[src/rtl/mult_pkg.sv]
// Shared types and defaults for the two-client shift-add multiplier controller.
package mult_pkg;

    localparam int DEFAULT_WIDTH = 4;

    typedef enum logic [1:0] {
        IDLE,
        CALC,
        DONE
    } state_t;

    typedef logic client_id_t;

endpackage

[src/rtl/mult_shift_add_dp.sv]
// Shift-add multiplier datapath: A/B/P registers, one add-and-shift per step.
module mult_shift_add_dp
    import mult_pkg::*;
#(
    parameter int WIDTH = DEFAULT_WIDTH
) (
    input  logic               clk,
    input  logic               rst_n,
    input  logic               load_i,
    input  logic               step_i,
    input  logic [WIDTH-1:0]   a_i,
    input  logic [WIDTH-1:0]   b_i,
    output logic [2*WIDTH-1:0] prod_o
);

    logic [WIDTH-1:0] a_q, a_d;
    logic [WIDTH-1:0] b_q, b_d;
    logic [WIDTH-1:0] p_q, p_d;
    logic [WIDTH:0]   sum;

    // The carry out of the add lands in the top of P as {sum, A} shifts right.
    always_comb begin
        sum = {1'b0, p_q} + (a_q[0] ? {1'b0, b_q} : '0);
        a_d = a_q;
        b_d = b_q;
        p_d = p_q;
        if (load_i) begin
            a_d = a_i;
            b_d = b_i;
            p_d = '0;
        end else if (step_i) begin
            {p_d, a_d} = {sum, a_q[WIDTH-1:1]};
        end
    end

    always_ff @(posedge clk) begin
        if (!rst_n) begin
            a_q <= '0;
            b_q <= '0;
            p_q <= '0;
        end else begin
            a_q <= a_d;
            b_q <= b_d;
            p_q <= p_d;
        end
    end

    assign prod_o = {p_q, a_q};

endmodule

[src/rtl/mult_share_ctrl.sv]
// Round-robin controller sharing one shift-add multiplier between two clients.
// Optional MULT_PERF_CNT_EN adds a saturating 16-bit ops_done handshake counter.
module mult_share_ctrl
    import mult_pkg::*;
#(
    parameter int WIDTH = DEFAULT_WIDTH
) (
    input  logic               clk,
    input  logic               rst_n,
    input  logic               c0_req_valid,
    output logic               c0_req_ready,
    input  logic [WIDTH-1:0]   c0_a,
    input  logic [WIDTH-1:0]   c0_b,
    output logic               c0_resp_valid,
    input  logic               c0_resp_ready,
    output logic [2*WIDTH-1:0] c0_result,
    input  logic               c1_req_valid,
    output logic               c1_req_ready,
    input  logic [WIDTH-1:0]   c1_a,
    input  logic [WIDTH-1:0]   c1_b,
    output logic               c1_resp_valid,
    input  logic               c1_resp_ready,
    output logic [2*WIDTH-1:0] c1_result,
    output logic               busy,
    output logic               grant_id
`ifdef MULT_PERF_CNT_EN
    ,
    output logic [15:0]        ops_done
`endif
);

    localparam int CNT_W = $clog2(WIDTH + 1);

    state_t             state_q, state_d;
    logic [CNT_W-1:0]   cnt_q, cnt_d;
    client_id_t         grant_q, grant_d;
    client_id_t         ptr_q, ptr_d;
    client_id_t         winner;
    logic               anyReq;
    logic               dpLoad;
    logic               dpStep;
    logic               respHs;
    logic [WIDTH-1:0]   selA;
    logic [WIDTH-1:0]   selB;
    logic [2*WIDTH-1:0] prod;

    // Lone requester wins outright; a tie goes to the round-robin pointer.
    always_comb begin
        anyReq = c0_req_valid | c1_req_valid;
        if (c0_req_valid && !c1_req_valid) begin
            winner = 1'b0;
        end else if (c1_req_valid && !c0_req_valid) begin
            winner = 1'b1;
        end else begin
            winner = ptr_q;
        end
        selA = winner ? c1_a : c0_a;
        selB = winner ? c1_b : c0_b;
    end

    always_comb begin
        state_d       = state_q;
        cnt_d         = cnt_q;
        grant_d       = grant_q;
        ptr_d         = ptr_q;
        dpLoad        = 1'b0;
        dpStep        = 1'b0;
        respHs        = 1'b0;
        c0_req_ready  = 1'b0;
        c1_req_ready  = 1'b0;
        c0_resp_valid = 1'b0;
        c1_resp_valid = 1'b0;
        c0_result     = '0;
        c1_result     = '0;
        case (state_q)
            IDLE: begin
                if (anyReq) begin
                    dpLoad       = 1'b1;
                    grant_d      = winner;
                    cnt_d        = '0;
                    c0_req_ready = (winner == 1'b0);
                    c1_req_ready = (winner == 1'b1);
                    state_d      = CALC;
                end
            end
            CALC: begin
                dpStep = 1'b1;
                cnt_d  = cnt_q + 1'b1;
                if (cnt_q == CNT_W'(WIDTH - 1)) begin
                    state_d = DONE;
                end
            end
            DONE: begin
                c0_resp_valid = (grant_q == 1'b0);
                c1_resp_valid = (grant_q == 1'b1);
                c0_result     = (grant_q == 1'b0) ? prod : '0;
                c1_result     = (grant_q == 1'b1) ? prod : '0;
                respHs        = grant_q ? c1_resp_ready : c0_resp_ready;
                if (respHs) begin
                    ptr_d   = ~grant_q;
                    state_d = IDLE;
                end
            end
            default: begin
                state_d = IDLE;
            end
        endcase
    end

    always_ff @(posedge clk) begin
        if (!rst_n) begin
            state_q <= IDLE;
            cnt_q   <= '0;
            grant_q <= 1'b0;
            ptr_q   <= 1'b0;
        end else begin
            state_q <= state_d;
            cnt_q   <= cnt_d;
            grant_q <= grant_d;
            ptr_q   <= ptr_d;
        end
    end

    assign busy     = (state_q != IDLE);
    assign grant_id = busy ? grant_q : 1'b0;

    mult_shift_add_dp #(
        .WIDTH (WIDTH)
    ) u_dp (
        .clk    (clk),
        .rst_n  (rst_n),
        .load_i (dpLoad),
        .step_i (dpStep),
        .a_i    (selA),
        .b_i    (selB),
        .prod_o (prod)
    );

`ifdef MULT_PERF_CNT_EN
    logic [15:0] opsDone_q;

    always_ff @(posedge clk) begin
        if (!rst_n) begin
            opsDone_q <= '0;
        end else if (respHs && (opsDone_q != 16'hFFFF)) begin
            opsDone_q <= opsDone_q + 16'd1;
        end
    end

    assign ops_done = opsDone_q;
`endif

endmodule

[config.mk]
export PLATFORM = sky130hd
export DESIGN_NAME = mult_share_ctrl
export DESIGN_NICKNAME = d
export VERILOG_FILES = /design/src/rtl/mult_pkg.sv /design/src/rtl/mult_shift_add_dp.sv /design/src/rtl/mult_share_ctrl.sv
export SDC_FILE = /design/constraint.sdc
export NUM_CORES = 1
export LEC_CHECK = 0
export BUFFER_PORTS_ARGS = -buffer_cell sky130_fd_sc_hd__buf_4
export CAP_MARGIN = 20
export CELL_PAD_IN_SITES_DETAIL_PLACEMENT = 1
export CELL_PAD_IN_SITES_GLOBAL_PLACEMENT = 2
export CORE_MARGIN = 1
export CORE_UTILIZATION = 30
export CTS_CLUSTER_DIAMETER = 100
export DETAILED_ROUTE_END_ITERATION = 8
export PLACE_DENSITY = 0.91
export SKIP_CTS_REPAIR_TIMING = 1
export SLEW_MARGIN = 40
export SYNTH_ARGS = -nofsm -noshare
export SYNTH_HDL_FRONTEND = slang
export SYNTH_HIERARCHICAL = 1
export SYNTH_SLANG_ARGS = --single-unit
[constraint.sdc]
create_clock -name clk -period 4.7 [get_ports clk]
set_input_delay 0.47 -clock clk [delete_from_list [all_inputs] [get_ports clk]]
set_output_delay 0.47 -clock clk [all_outputs]
set_load 0.01 [all_outputs]
==> reports/summary.log, run 1 <==
qor: setup_path.max_stage_delay 0.54 ns
qor: cts.clk_latency 0.26 ns
qor: setup_path.largest_fanout_on_the_critical_path 21
qor: final_layout.multi_input_area 813 sq um
qor: floorplanning.design.die.area 0.00449 sq mm
qor: synthesis.synth.cell_area 0.00127 sq mm
qor: final_layout.layout.area.seq 380 sq um
qor: setup_path.worst-setup-path-type reg -> out
qor: placement.gpl.final_weighted_congestion 0.752
qor: worst_hold_path.min_from c1_resp_ready
qor: setup_path.crit_start state_q[1]
qor: sta.final_hold_viol_count 0
qor: placement.dp_hpwl 2.51 mm
qor: synthesis.yosysWarnings 6
qor: synthesis.synth_seq_area_share 30.0%
qor: sta.finClkSkew 0.00369 ns
qor: global_routing.busiest_layer met2
qor: route.avgRoutedWirePerCell 13.5 um
qor: setup_path.worst_ep_required_time 4.23 ns
qor: cts.cts.clk_slew.worst_paths 0.07 ns
qor: setup_path.timing.critical_path.to_type primary output
qor: synthesis.post_synth_inst_count 142
qor: sta.number_of_slew_limit_violations_in_the_final_report 0
qor: route.viasPerCell 5.05
qor: cts.tritoncts built
qor: floorplanning.die-height 67 um
qor: setup_path.worstPathCellList nor2b_2 > and3_1 > buf_4
qor: final_layout.post_route_cells_drive_above_1_share 32.6%
qor: route.num_vias 1167
qor: sta.finalCriticalPeriod 1.98 ns
qor: sta.setup-tns-final 0 ns
qor: route.drc_errors 0
qor: sta.max_freq 0.505 GHz
qor: cts.clock_tree.root_cell sky130_fd_sc_hd__clkbuf_8
qor: final_layout.antennaDiodeCount 0
qor: global_routing.first_pass_grt_wire_length 5.05 mm
qor: synthesis.count_of_flip_flops_with_a_built_in_enable_after_synthesis 0
qor: cts.cts-root-to-sink-buffers 2
qor: floorplanning.std_cell_rows 23
qor: synthesis.synth_area_leaders sky130_fd_sc_hd__dfxtp_1 30%, sky130_fd_sc_hd__mux2_4 9.5%, sky130_fd_sc_hd__and3_1 7.9%, sky130_fd_sc_hd__mux2i_1 7.9%, sky130_fd_sc_hd__ha_1 5.9%
qor: global_routing.largest_net_degree_at_the_start_of_global_routing 22
qor: worst_hold_path.end_point_of_the_most_critical_hold_path ptr_q
qor: setup_path.cell_type_group_with_the_largest_total_delay_on_the_critical_path simple AND/OR/NAND/NOR gates
qor: route.detail_route_antenna_nets 0
qor: cts.cts_buffer_count 3
qor: placement.io_buffer_count 43
qor: synthesis.synthesis.area_per_instance 8.93 sq um
qor: floorplanning.dieWidth 67 um
qor: setup_path.r2r_cells 5
qor: synthesis.yosysTopAreaCell sky130_fd_sc_hd__dfxtp_1
qor: synthesis.post-synth-top-area-fraction 30.0%
qor: global_routing.via_count_of_the_first_global_routing_pass 1153
qor: route.drt_pass1_iterations 2
qor: setup_path.timing.critical_path.buf_inv 1
qor: final_layout.finalNetCount 211
qor: synthesis.synth.net_count 171
qor: worst_hold_path.holdCritPathClass in -> reg
qor: pwr.leakage 0.833 nW
qor: pwr.finalPower 0.374 mW
qor: sta.finalCritPeriodShare 42.2%
qor: sta.setup_viol_count_final 0
qor: cts.clkSinkCount 19
qor: global_routing.congestion_overflow_gr 0
qor: setup_path.crit-reg2reg-launch state_q[0]
qor: synthesis.synth_async_sr_flop_share 0%
qor: setup_path.critical-path-slowest-cell sky130_fd_sc_hd__nor2b_2
qor: global_routing.use_met3 1.54%
qor: global_routing.globalRouteMet2Util 27.8%
qor: synthesis.post_synth_num_cell_types 34
qor: setup_path.cp-start-kind flip-flop
qor: final_layout.fill_cells 490
qor: floorplanning.fp.coreArea 0.00403 sq mm
qor: global_routing.gr-usage-met1 16.8%
qor: route.detail_route.iter0.violations 47
qor: sta.unrepaired_setup_endpoints_after_global_routing false
qor: floorplanning.initial_core_util 31.5%
qor: global_routing.antenna_found_initial 0
qor: setup_path.crit-reg2reg-capture u_dp/p_q[2]
qor: pwr.power_density 225 mW/mm^2
qor: floorplanning.io-pin-count 44
qor: synthesis.synth_flop_cell sky130_fd_sc_hd__dfxtp_1
qor: final_layout.mostFrequentLayoutCells 43 x sky130_fd_sc_hd__buf_4, 19 x sky130_fd_sc_hd__dfxtp_1, 16 x sky130_fd_sc_hd__and3_1, 10 x sky130_fd_sc_hd__mux2i_1
qor: setup_path.worst-r2r-setup-slack 2.92 ns
qor: run.maxCapViolations 0
qor: global_routing.gr-usage-all-layers 14.8%
qor: pwr.vdd_drop_max 0.0815 mV
qor: final_layout.syn2layout_area_growth 31.1%
qor: synthesis.synth_seq_cells 19
qor: sta.slew_worst_pin 0.677 ns
qor: final_layout.layout_commonest_cell sky130_fd_sc_hd__buf_4
qor: route.totalWireLength 3.13 mm
qor: setup_path.worst-endpoint-arrival 1.51 ns
qor: worst_hold_path.worstHoldPathCells 2
qor: run_status.run_status complete, no violations
qor: cts.htree_levels 1
qor: sta.maxSlewHeadroom 54.9%
cell usage after synthesis (2+ instances only):
cell type	instances
sky130_fd_sc_hd__and2_1	9
sky130_fd_sc_hd__nand2b_1	3
sky130_fd_sc_hd__a21oi_1	3
sky130_fd_sc_hd__inv_1	9
sky130_fd_sc_hd__nor2b_1	7
sky130_fd_sc_hd__o22ai_1	2
sky130_fd_sc_hd__nand3_1	3
sky130_fd_sc_hd__dfxtp_1	19
sky130_fd_sc_hd__mux2_4	8
sky130_fd_sc_hd__o21ai_0	7
sky130_fd_sc_hd__nand2_1	6
sky130_fd_sc_hd__and3_1	16
sky130_fd_sc_hd__nand3b_1	2
sky130_fd_sc_hd__o21a_1	3
sky130_fd_sc_hd__a211oi_1	2
sky130_fd_sc_hd__clkbuf_1	6
sky130_fd_sc_hd__mux2i_1	10
sky130_fd_sc_hd__nor2_1	6
sky130_fd_sc_hd__ha_1	6
layout make-up:
type	instances	share of cell area [%]
multi-input cells	105	48.9
flip-flops and latches	19	22.9
repair buffers	43	19.4
well taps	50	3.77
clock buffers	4	2.71
inverters	10	2.26
state kept, by name, indices dropped and copies added, names as in the netlist:
name	cells
u_dp/a_q	4
u_dp/b_q	4
u_dp/p_q	4
cnt_q	3
state_q	2
grant_q	1
ptr_q	1
how the worst max path moves through the flow:
stage	slack, ns	end	cells past startpoint
2_1_floorplan	3.13	u_dp/a_q[0]	6
3_3_place_gp	2.83	c0_result[1]	3
3_5_place_dp	2.71	c0_result[4]	3
4_1_cts	2.41	c0_result[4]	3
5_1_grt	2.58	c0_result[4]	3
6_report	2.72	c0_result[4]	3
per-layer routing:
| metal | routed length [um] | vias to the layer above |
|---|---|---|
| met1 | 1380 | 566 |
| met4 | 42 | 0 |
| met5 | 0 | - |
| met3 | 76 | 4 |
| met2 | 1620 | 24 |
| li1 | - | 573 |
cell families after synthesis:
family | count (synthesis) | synth area share (%)
DFF | 19 | 30.0
muxes | 18 | 17.4
AOI/OAI and AO/OA | 25 | 13.6
adders and majority gates | 8 | 8.59
xor gates and xnor gates | 1 | 0.691
and+or+nand+nor | 53 | 23.7
buffers and inverters | 18 | 6.02
power by group:
group / switching [mW] / internal (mW) / total [mW]
Clock: 0.0563 / 0.0604 / 0.117
Sequential: 0.00904 / 0.171 / 0.180
Combinational: 0.0366 / 0.0415 / 0.0781
Total: 0.102 / 0.272 / 0.374
worst register-to-register path: stages (launching register included):
cell and delay, ns:
sky130_fd_sc_hd__dfxtp_1 0.33, sky130_fd_sc_hd__nor2_1 0.26, sky130_fd_sc_hd__o21a_1 0.62, sky130_fd_sc_hd__nand2b_1 0.24
sky130_fd_sc_hd__a2111o_1 0.14, sky130_fd_sc_hd__o211ai_2 0.08
stage by stage:
stage | cells | worst slack, ns | area, sq um | utilization (%) | hold WS [ns]
floorplan | 142 | 3.13 | 1270 | - | 0.461
global placement | 227 | 2.83 | 1610 | 40.1 | 0.468
detailed placement | 227 | 2.71 | 1610 | 40.1 | 0.484
CTS | 231 | 2.41 | 1660 | 41.2 | 0.407
global route | 231 | 2.58 | 1660 | 41.2 | 0.417
finish | 231 | 2.72 | 1660 | 41.2 | 0.413
No activity file was read; power rests on OpenSTA's default activity.
==> inputs of run 2 (changes only) <==
CORE_UTILIZATION = 25   (was 30)
PLACE_DENSITY = 0.82   (was 0.91)
clock period = 1.8 ns   (was 4.7 ns; I/O delays follow)
==> reports/summary.log, run 2 (same netlist as run 1, synthesis figures left out) <==
qor: setup_path.cp_num_cells 7
qor: sta.unrepaired_setup_endpoints_after_global_routing false
qor: cts.clkSinkCount 19
qor: worst_hold_path.holdCritPathClass in -> reg
qor: setup_path.critical-path-slowest-cell sky130_fd_sc_hd__dfxtp_1
qor: placement.dp_hpwl 2.55 mm
qor: setup_path.worst-setup-path-type reg -> reg
qor: sta.setup_viol_count_final 0
qor: cts.cts.clk_slew.worst_paths 0.07 ns
qor: sta.timing.final.ws_setup 0.118 ns
qor: worst_hold_path.worstHoldPathCells 2
qor: run_status.run_status complete, no violations
qor: sta.final_hold_viol_count 0
qor: global_routing.antenna_found_initial 0
qor: cts.cts_buffer_count 3
qor: setup_path.timing.critical_path.buf_inv 1
qor: setup_path.cp-start-kind flip-flop
qor: sta.finalCriticalPeriod 1.68 ns
qor: sta.finClkSkew 0.000995 ns
qor: final_layout.post_route_cells_drive_above_1_share 34.6%
qor: global_routing.largest_net_degree_at_the_start_of_global_routing 20
qor: global_routing.gr-usage-all-layers 13.2%
qor: sta.max_freq 0.595 GHz
qor: route.drc_errors 0
qor: setup_path.timing.critical_path.to_type flip-flop
qor: placement.io_buffer_count 43
qor: setup_path.largest_fanout_on_the_critical_path 7
qor: sta.setup-tns-final 0 ns
qor: sta.maxSlewHeadroom 77.9%
qor: final_layout.finalNetCount 218
qor: setup_path.max_stage_delay 0.42 ns
qor: setup_path.worstPathCellList and2_1 > ha_1 > inv_1 > fa_1 > xnor2_1 > mux2i_1 > nor2_1
qor: sta.finalCritPeriodShare 93.4%
qor: final_layout.mostFrequentLayoutCells 50 x sky130_fd_sc_hd__buf_4, 19 x sky130_fd_sc_hd__dfxtp_1, 16 x sky130_fd_sc_hd__and3_1, 10 x sky130_fd_sc_hd__mux2i_1
qor: setup_path.worst-endpoint-arrival 1.84 ns
qor: floorplanning.fp.coreArea 0.00479 sq mm
qor: global_routing.first_pass_grt_wire_length 5.36 mm
qor: floorplanning.die-height 73.2 um
qor: floorplanning.io-pin-count 44
qor: floorplanning.std_cell_rows 25
qor: cts.tritoncts built
qor: floorplanning.initial_core_util 26.5%
qor: final_layout.layout_commonest_cell sky130_fd_sc_hd__buf_4
qor: floorplanning.dieWidth 73.2 um
qor: route.avgRoutedWirePerCell 12.7 um
qor: placement.pre_cts_slack 0.134 ns
qor: route.viasPerCell 4.51
qor: pwr.vdd_drop_max 0.234 mV
qor: global_routing.congestion_overflow_gr 0
qor: setup_path.cell_type_group_with_the_largest_total_delay_on_the_critical_path adder cells
qor: run.maxCapViolations 0
qor: setup_path.r2r_cells 7
qor: global_routing.via_count_of_the_first_global_routing_pass 1105
qor: route.detail_route_antenna_nets 0
qor: sta.number_of_slew_limit_violations_in_the_final_report 0
qor: pwr.power_density 575 mW/mm^2
qor: route.num_vias 1150
qor: cts.clk_latency 0.26 ns
qor: cts.htree_levels 1
qor: pwr.leakage 0.868 nW
qor: final_layout.largestRegisters u_dp/a_q (4), u_dp/b_q (4), u_dp/p_q (4)
qor: route.detail_route.iter0.violations 32
qor: sta.slew_worst_pin 0.332 ns
qor: placement.gpl.final_weighted_congestion 0.804
qor: route.totalWireLength 3.25 mm
qor: cts.clock_tree.root_cell sky130_fd_sc_hd__clkbuf_8
qor: final_layout.antennaDiodeCount 0
qor: floorplanning.design.die.area 0.00536 sq mm
qor: route.drt_pass1_iterations 4
qor: setup_path.worst_ep_required_time 1.96 ns
qor: final_layout.syn2layout_area_growth 36.7%
qor: cts.cts-root-to-sink-buffers 2
run 2: cell count changes in the layout (fill, tap and decap cells not counted), sizes merged:
cell,delta
buf,+7
run 2: final cells by class:
| cell class | count | area, sq um |
|---|---|---|
| Timing Repair Buffer | 50 | 375 |
| Sequential cell | 19 | 380 |
| Inverter | 10 | 37.5 |
| Clock buffer | 4 | 45.0 |
| Multi-Input combinational cell | 105 | 811 |
| Tap cell | 67 | 83.8 |
| Fill cell | 589 | 3050 |
run 2: final timing paths:
check	start	endpoint	slack [ns]
worst min register to register	cnt_q[1]	cnt_q[1]	0.49
worst max-delay path	u_dp/a_q[0]	u_dp/p_q[1]	0.12
worst min-delay path	c1_resp_ready	ptr_q	0.11
worst max register to register	u_dp/a_q[0]	u_dp/p_q[1]	0.12
run 2: power breakdown:
part	internal (mW)	switching, mW
combinational	0.120	0.102
sequential	0.445	0.0209
clock	0.158	0.150
run 2: metal layers:
| metal | GRT usage [%] | routed length [um] | vias to the layer above |
|---|---|---|---|
| met4 | 5.88 | 61 | 0 |
| met3 | 1.80 | 145 | 5 |
| li1 | - | - | 586 |
| met2 | 21.1 | 1470 | 36 |
| met5 | 0 | 0 | - |
| met1 | 17.5 | 1570 | 523 |
run 2: stage by stage:
| step | instance area [sq um] | cells | utilization, % | power, mW | hold WS [ns] |
|---|---|---|---|---|---|
| after floorplan | 1270 | 142 | - | 0.609 | 0.294 |
| after global placement | 1690 | 251 | 35.3 | 0.697 | 0.397 |
| after detailed placement | 1690 | 251 | 35.3 | 0.702 | 0.393 |
| after CTS | 1730 | 255 | 36.2 | 1.01 | 0.110 |
| after global routing | 1730 | 255 | 36.2 | 1.05 | 0.119 |
| final | 1730 | 255 | 36.2 | 0.997 | 0.114 |
